**config.mk**
```make
export PLATFORM = sky130hd
export DESIGN_NAME = gpu_core
export DESIGN_NICKNAME = d
export VERILOG_FILES = /design/src/rtl/gpu_core.sv
export SDC_FILE = /design/constraint.sdc
export NUM_CORES = 1
export LEC_CHECK = 0
export ABC_CLOCK_PERIOD_IN_PS = 20300
export CAP_MARGIN = 20
export CORE_AREA = 2 2 163 245
export CTS_CLUSTER_DIAMETER = 80
export DETAILED_ROUTE_END_ITERATION = 10
export DIE_AREA = 0 0 165 247
export PLACE_DENSITY = 0.69
export SLEW_MARGIN = 30
export SYNTH_ARGS = -nofsm -noshare
export SYNTH_HDL_FRONTEND = slang
export SYNTH_SLANG_ARGS = --single-unit
```
**constraint.sdc**
```tcl
create_clock -name clk -period 20.3 [get_ports clk]
set_clock_uncertainty 0.2 [all_clocks]
set_input_delay 4.06 -clock clk [delete_from_list [all_inputs] [get_ports clk]]
set_output_delay 4.06 -clock clk [all_outputs]
set_load 0.02 [all_outputs]
```
**src/rtl/gpu_core.sv**
```systemverilog
// gpu_core: one 16-bit core of the GPU array; fetches and runs one instruction per go pulse.
// Optional store instruction (opcode 12) is enabled by defining GPU_CORE_STORE_EN.
module gpu_core (
    input  logic        clk,
    input  logic        reset,
    input  logic [3:0]  id,
    input  logic        enable,
    input  logic        doNextIns,
    output logic        ready,
    input  logic        overwrite,
    input  logic [15:0] newPC,
    output logic        halted,
    output logic        memRead,
    output logic [15:0] memAddr,
    input  logic        memReady,
    input  logic [15:0] memData,
    output logic        memWrite,
    output logic [15:0] memWriteAddr,
    output logic [15:0] memWriteData,
    output logic        spawn,
    output logic [3:0]  spawnID,
    output logic [15:0] spawnPC,
    output logic        sync,
    output logic [15:0] syncGroup
);

    localparam logic [3:0] OP_MOV  = 4'd0;
    localparam logic [3:0] OP_ADD  = 4'd1;
    localparam logic [3:0] OP_JMP  = 4'd2;
    localparam logic [3:0] OP_HALT = 4'd3;
    localparam logic [3:0] OP_LD   = 4'd4;
    localparam logic [3:0] OP_LDR  = 4'd5;
    localparam logic [3:0] OP_JEQ  = 4'd6;
    localparam logic [3:0] OP_JLT  = 4'd7;
    localparam logic [3:0] OP_JGT  = 4'd8;
    localparam logic [3:0] OP_SYNC = 4'd10;
    localparam logic [3:0] OP_SPWN = 4'd11;
`ifdef GPU_CORE_STORE_EN
    localparam logic [3:0] OP_ST   = 4'd12;
`endif

    typedef enum logic [2:0] {
        S_IDLE, S_FETCH, S_EXEC, S_MEM, S_HALT
    } state_t;

    state_t      state_q, state_d;
    logic [15:0] pc_q, pc_d;
    logic [15:0] ir_q, ir_d;
    logic        halted_q, halted_d;
    logic [15:0] rf_q [16];

    logic        rf_we;
    logic [3:0]  rf_waddr;
    logic [15:0] rf_wdata;

    logic [3:0]  op, ra, rb, rc;
    logic [15:0] va, vb, vc;
    logic        commit;
    logic        unused_id;

    assign op = ir_q[15:12];
    assign ra = ir_q[11:8];
    assign rb = ir_q[7:4];
    assign rc = ir_q[3:0];
    assign va = rf_q[ra];
    assign vb = rf_q[rb];
    assign vc = rf_q[rc];

    // core index only matters to the array controller
    assign unused_id = ^id;

    assign commit = (state_q == S_EXEC) && doNextIns && enable && !overwrite;
    assign halted = halted_q;

    always_ff @(posedge clk or posedge reset) begin
        if (reset) begin
            state_q <= S_IDLE;
        end else begin
            state_q <= state_d;
        end
    end

    always_comb begin
        state_d = state_q;
        unique case (state_q)
            S_IDLE:  if (enable) state_d = S_FETCH;
            S_FETCH: if (memReady) state_d = S_EXEC;
            S_EXEC: begin
                if (doNextIns) begin
                    if (op == OP_LD || op == OP_LDR)
                        state_d = S_MEM;
                    else if (op == OP_HALT)
                        state_d = S_HALT;
                    else
                        state_d = S_FETCH;
                end
            end
            S_MEM:   if (memReady) state_d = S_FETCH;
            S_HALT:  state_d = S_HALT;
            default: state_d = S_IDLE;
        endcase
        if (!enable) state_d = S_IDLE;
        if (overwrite) state_d = enable ? S_FETCH : S_IDLE;
    end

    always_comb begin
        memRead      = 1'b0;
        memAddr      = '0;
        ready        = 1'b0;
        spawn        = 1'b0;
        spawnID      = '0;
        spawnPC      = '0;
        sync         = 1'b0;
        syncGroup    = '0;
        memWrite     = 1'b0;
        memWriteAddr = '0;
        memWriteData = '0;
        unique case (state_q)
            S_FETCH: begin
                memRead = 1'b1;
                memAddr = pc_q;
            end
            S_MEM: begin
                memRead = 1'b1;
                memAddr = (op == OP_LD) ? {8'h00, ir_q[7:0]} : vb;
            end
            S_EXEC: begin
                ready = 1'b1;
                if (doNextIns) begin
                    case (op)
                        OP_SPWN: begin
                            spawn   = 1'b1;
                            spawnID = ra;
                            spawnPC = vb;
                        end
                        OP_SYNC: begin
                            sync      = 1'b1;
                            syncGroup = {12'h000, rc};
                        end
`ifdef GPU_CORE_STORE_EN
                        OP_ST: begin
                            memWrite     = 1'b1;
                            memWriteAddr = vb;
                            memWriteData = va;
                        end
`endif
                        default: ;
                    endcase
                end
            end
            default: ;
        endcase
    end

    always_comb begin
        pc_d     = pc_q;
        ir_d     = ir_q;
        halted_d = halted_q;
        rf_we    = 1'b0;
        rf_waddr = ra;
        rf_wdata = '0;
        if (state_q == S_FETCH && memReady && enable) ir_d = memData;
        if (commit) begin
            pc_d = pc_q + 16'd1;
            case (op)
                OP_MOV: begin
                    rf_we    = 1'b1;
                    rf_wdata = {8'h00, ir_q[7:0]};
                end
                OP_ADD: begin
                    rf_we    = 1'b1;
                    rf_wdata = vb + vc;
                end
                OP_JMP:  pc_d = {4'h0, ir_q[11:0]};
                OP_HALT: halted_d = 1'b1;
                OP_JEQ:  if (va == vb) pc_d = vc;
                OP_JLT:  if (va < vb) pc_d = vc;
                OP_JGT:  if (va > vb) pc_d = vc;
                default: ;
            endcase
        end
        if (state_q == S_MEM && memReady && enable && !overwrite) begin
            rf_we    = 1'b1;
            rf_wdata = memData;
        end
        if (overwrite) begin
            pc_d     = newPC;
            halted_d = 1'b0;
        end
    end

    always_ff @(posedge clk or posedge reset) begin
        if (reset) begin
            pc_q     <= '0;
            ir_q     <= '0;
            halted_q <= 1'b0;
            for (int i = 0; i < 16; i++) rf_q[i] <= '0;
        end else begin
            pc_q     <= pc_d;
            ir_q     <= ir_d;
            halted_q <= halted_d;
            if (rf_we) rf_q[rf_waddr] <= rf_wdata;
        end
    end

endmodule

```
; Word level (Yosys, flattened, before mapping)
; Cells that the tools add are included.
[classes]
div_mod_pow = 0
n_mul = 0
n_addsub = 2
shifts = 0
bitwise = 3
muxes = 55
magnitude_cmp = 6
reduce_logical = 19
n_eq_ne = 18
[op_table]
columns = op, count
row1 = 16-bit 2-to-1 mux, 18
row2 = 256-bit bitwise mux, 1
row3 = 16-bit binary-select mux with 4-bit select, 3
row4 = 16-bit demux with 4-bit select, 1
row5 = 16-bit one-hot mux with 2 select lines, 2
row6 = 16-bit one-hot mux with 4 select lines, 1
row7 = 4-bit 2-to-1 mux, 6
row8 = 3-bit 2-to-1 mux, 7
row9 = 16-bit by 1-bit adder with 16-bit output (second input constant), 1
row10 = 16-bit adder, 1
row11 = 16-bit equality test, 1
row12 = 4-bit by 3-bit equality test with 1-bit output (second input constant), 4
row13 = 16-bit greater-than comparator, 1
row14 = 16-bit < comparator, 1
row15 = 5-bit greater-or-equal comparator (second input constant), 3
row16 = 1-bit 2-to-1 mux, 15
row17 = 4-bit inverter with 5-bit output, 3
row18 = 3-bit one-hot mux with 5 select lines, 1
row19 = 4-bit equality test (second input constant), 3
row20 = 4-bit inequality test (second input constant), 3
row21 = 1-bit logical AND, 9
row22 = 4-bit by 2-bit equality test with 1-bit output (second input constant), 2
row23 = 3-bit by 2-bit equality test with 1-bit output (second input constant), 2
row24 = 5-bit by 1-bit < comparator with 1-bit output (second input constant), 1
row25 = other kinds (11), 13
[totals]
ram_bits = 0
word_cells = 123
n_memories = 0
romBits = 0
latch_bits = 0
ff_bits = 292
inputBits = 42

; Logic depth before layout (Yosys ltp)
[depth]
depth_word = 9
depth_mapped = 16
ltp_nobuf = 11

; Least setup slack after synthesis
; No wires, ideal clock.
[synth_path]
path_kind = input port to output port
start = in doNextIns
end = out syncGroup[0]
cell_stages = 4
path_slack_ps = 10457
path_buffers = 0
arrival_ps = 5583
cell_sequence = and4bb_2 nand3b_1 nor3b_1 and2_1
[synth_between]
elab_chain_len = 2
[synth_lines]
columns = element, line_no
row1 = start: declaration, 8  ; input logic doNextIns,
row2 = 4-bit 2-to-1 mux, 129  ; if (doNextIns) begin
row3 = 4-bit 2-to-1 mux, 118  ; unique case (state_q)
row4 = end: declaration, 24  ; output logic [15:0] syncGroup
; Every way passes these cells.

; Final worst setup path
[layout_path]
start = in doNextIns
end = out syncGroup[3]
; Same word-level chain as after synthesis.

==> run metrics <==
DP Wirelength=38100 um; final worst setup slack=9.35 ns; Inst Count DP=2215; Final ANT Viol Nets=0; CTS clock-pin slew for the worst setup and hold paths=0.06 ns; final wirelength=58300 um; Initial DRT Pass Iterations=6; number of nets in the finished design=1821; Max H-tree Level=1; GR Overflow Total=0; run status=finished clean; vias in the first global route=15400; Peak supply drop=0.0000878 V; global router's overall resource usage=29.1%; cts repair resizes=0; flip-flop and latch count after synthesis=292; syn avg cell area=11.0 um^2; unrepaired setup endpoints after global routing=false; wire length per cell after detailed routing=25.7 um; largest family of logic cells by synthesized area=multiplexers; required arrival time at the worst endpoint=16.04 ns; kind of end point of the critical path=primary output; Worst Max-Slew Pin Slew=1.00 ns; most common library cell in the layout ignoring fill and taps=sky130_fd_sc_hd__dfrtp_1; Hold Slack=0.290 ns; Synth Area in Simple Gates=10.6%; area growth from synthesis to layout=10.7%; area of the mapped netlist=19200 um^2; buffer type at the clock tree root=sky130_fd_sc_hd__clkbuf_16; Min-Delay Path Class=reg2reg; portion of the clock cycle consumed by the worst path in the final layout=53.9%; Die Footprint=40800 um^2; # Max-Cap Violations=0; Final Slew Violations=0; number of hold-repair buffers added at the cts stage=0; Core Area=38900 um^2; aggregate negative setup slack=0 ns; portion of netlist area occupied by mux cells=29.9%; proportion of register bits with asynchronous set or reset after synthesis=100%; Die Wd=165 um; depth of the worst hold-timing path=1; number of top-level pins=132; initial core utilization=49.3%; launching element type of the critical path=input port; Design Area, Final=21200 um^2; initial drt markers=1662; cells on worst reg2reg path=12; layout cells sized above 1=21.4%; overall via count from detail_route=15200; type of the worst setup path=in2out; Post-Syn Instances=1742; leak pwr=8.47 nW; total CTS buffers=28; number of flops mapped to enable cells by yosys=0; most used cells in the layout excluding fill and tap cells=285 x sky130_fd_sc_hd__dfrtp_1, 238 x sky130_fd_sc_hd__mux4_2, 233 x sky130_fd_sc_hd__nand2_1; Unique masters post-synth=68; xor and xnor area share after synthesis=1.10%; wire length of the first global-routing pass=89300 um; CTS tree=done; top fanout value on the critical path=9; synth warn=0; vertical die dimension=247 um; final routed DRC violation total=0; Synth Flop Type=sky130_fd_sc_hd__dfrtp_1; total cell area at the placement stage=20200 um^2; relative max-transition margin=32.6%; # Post-CTS Setup Buffers=0; post-layout minimum cycle time=10.95 ns; Hold Fails Final Rpt=0; post-DR vias/cell=6.72; worst skew pair latency=0.58 ns; count of input and output buffers=82; final weighted congestion in routability-driven placement=0.990; number of cell rows=89; Core Util, Final=54.6%; arrival time worst endpoint=6.69 ns; largest net degree at the start of global routing=112; number of buffers between clock root and the deepest sink=3; count of clock tree sinks=292; Design Power=1.60 mW; number of diodes added for antenna fixing=0; pre-CTS WS=8.95 ns; number of setup violations in the final report=0; number of cells in the finished layout apart from fillers=2267; share of the synthesized area in compound gates (AO/OA/AOI/OAI)=12.7%; proportion of synthesized chip area in sequential cells=38.1%; antenna violations before repair=0; synthesized-area fraction occupied by adder cells=2.19%; timing-limited maximum frequency=91.3 MHz; Power Density=75.1 nW/um^2
final timing paths:
check	startpoint	end	slack (ns)
hold reg to reg	halted$_DFFE_PP0P_	halted$_DFFE_PP0P_	0.29
hold / removal	halted$_DFFE_PP0P_	halted$_DFFE_PP0P_	0.29
setup / recovery	doNextIns	syncGroup[3]	9.35
setup reg to reg	ir_q[4]$_DFFE_PP0P_	pc_q[10]$_DFFE_PP0P_	14.00
max in group asynchronous	reset	ir_q[5]$_DFFE_PP0P_	13.39
min in group asynchronous	reset	rf_q[155]$_DFFE_PP0P_	3.86
layer usage:
metal,up-vias,routed length (um),track usage [%]
li1,6455,-,-
met1,7537,20600,35.4
met2,989,28400,48.7
met3,247,5700,5.69
met4,0,3590,15.6
met5,-,0,0
critical path: stages:
cell	delay (ns)
sky130_fd_sc_hd__clkdlybuf4s50_1	0.52
sky130_fd_sc_hd__and4bb_2	0.32
sky130_fd_sc_hd__nand3b_1	0.39
sky130_fd_sc_hd__nor3b_1	0.59
sky130_fd_sc_hd__and2_1	0.21
sky130_fd_sc_hd__clkdlybuf4s50_1	0.60
registers in the layout, summed over array words and instances, names as in the netlist:
register  flops
halted        1
pc_q         16
rf_q        256
ir_q         16
state_q       3
final cells by class:
cell class / count / area [um^2]
Multi-Input combinational cell: 1277 / 11100
Fill cell: 3237 / 17600
Inverter: 25 / 101
Timing Repair Buffer: 122 / 1130
Sequential cell: 292 / 7320
Clock buffer: 33 / 749
Tap cell: 500 / 626
Clock inverter: 18 / 200
power by group:
part	internal (mW)	switching, mW	leakage, nW
clock network	0.305	0.244	0.456
registers	0.603	0.0606	4.01
logic	0.161	0.222	4.01
total	1.07	0.527	8.47
synthesized netlist by cell type (7+ instances only):
master / number / area (um^2)
sky130_fd_sc_hd__nand2_1: 233 / 875
sky130_fd_sc_hd__mux2i_1: 16 / 160
sky130_fd_sc_hd__a211oi_1: 11 / 82.6
sky130_fd_sc_hd__nor3_1: 35 / 175
sky130_fd_sc_hd__buf_4: 45 / 338
sky130_fd_sc_hd__o211ai_1: 9 / 67.6
sky130_fd_sc_hd__and2_1: 14 / 87.6
sky130_fd_sc_hd__inv_1: 24 / 90.1
sky130_fd_sc_hd__ha_1: 32 / 400
sky130_fd_sc_hd__or3_1: 9 / 56.3
sky130_fd_sc_hd__mux2_2: 14 / 158
sky130_fd_sc_hd__mux4_2: 238 / 5360
sky130_fd_sc_hd__a22o_1: 9 / 78.8
sky130_fd_sc_hd__clkbuf_1: 115 / 432
sky130_fd_sc_hd__o21ai_0: 182 / 911
sky130_fd_sc_hd__xnor2_1: 19 / 166
sky130_fd_sc_hd__buf_2: 15 / 75.1
sky130_fd_sc_hd__dfrtp_1: 292 / 7310
sky130_fd_sc_hd__nand3_1: 19 / 95.1
sky130_fd_sc_hd__a21oi_1: 141 / 706
sky130_fd_sc_hd__nand2b_1: 8 / 50.1
sky130_fd_sc_hd__a31oi_1: 7 / 43.8
sky130_fd_sc_hd__nor2_1: 133 / 499
sky130_fd_sc_hd__buf_1: 15 / 56.3
cell families after synthesis:
group,count (synthesis)
flops,292
compound gates,424
simple gates,481
buf+inv,217
xor+xnor,24
mux,270
fa+ha+maj,33
other cells,1
No activity file was read; power rests on OpenSTA's default activity.
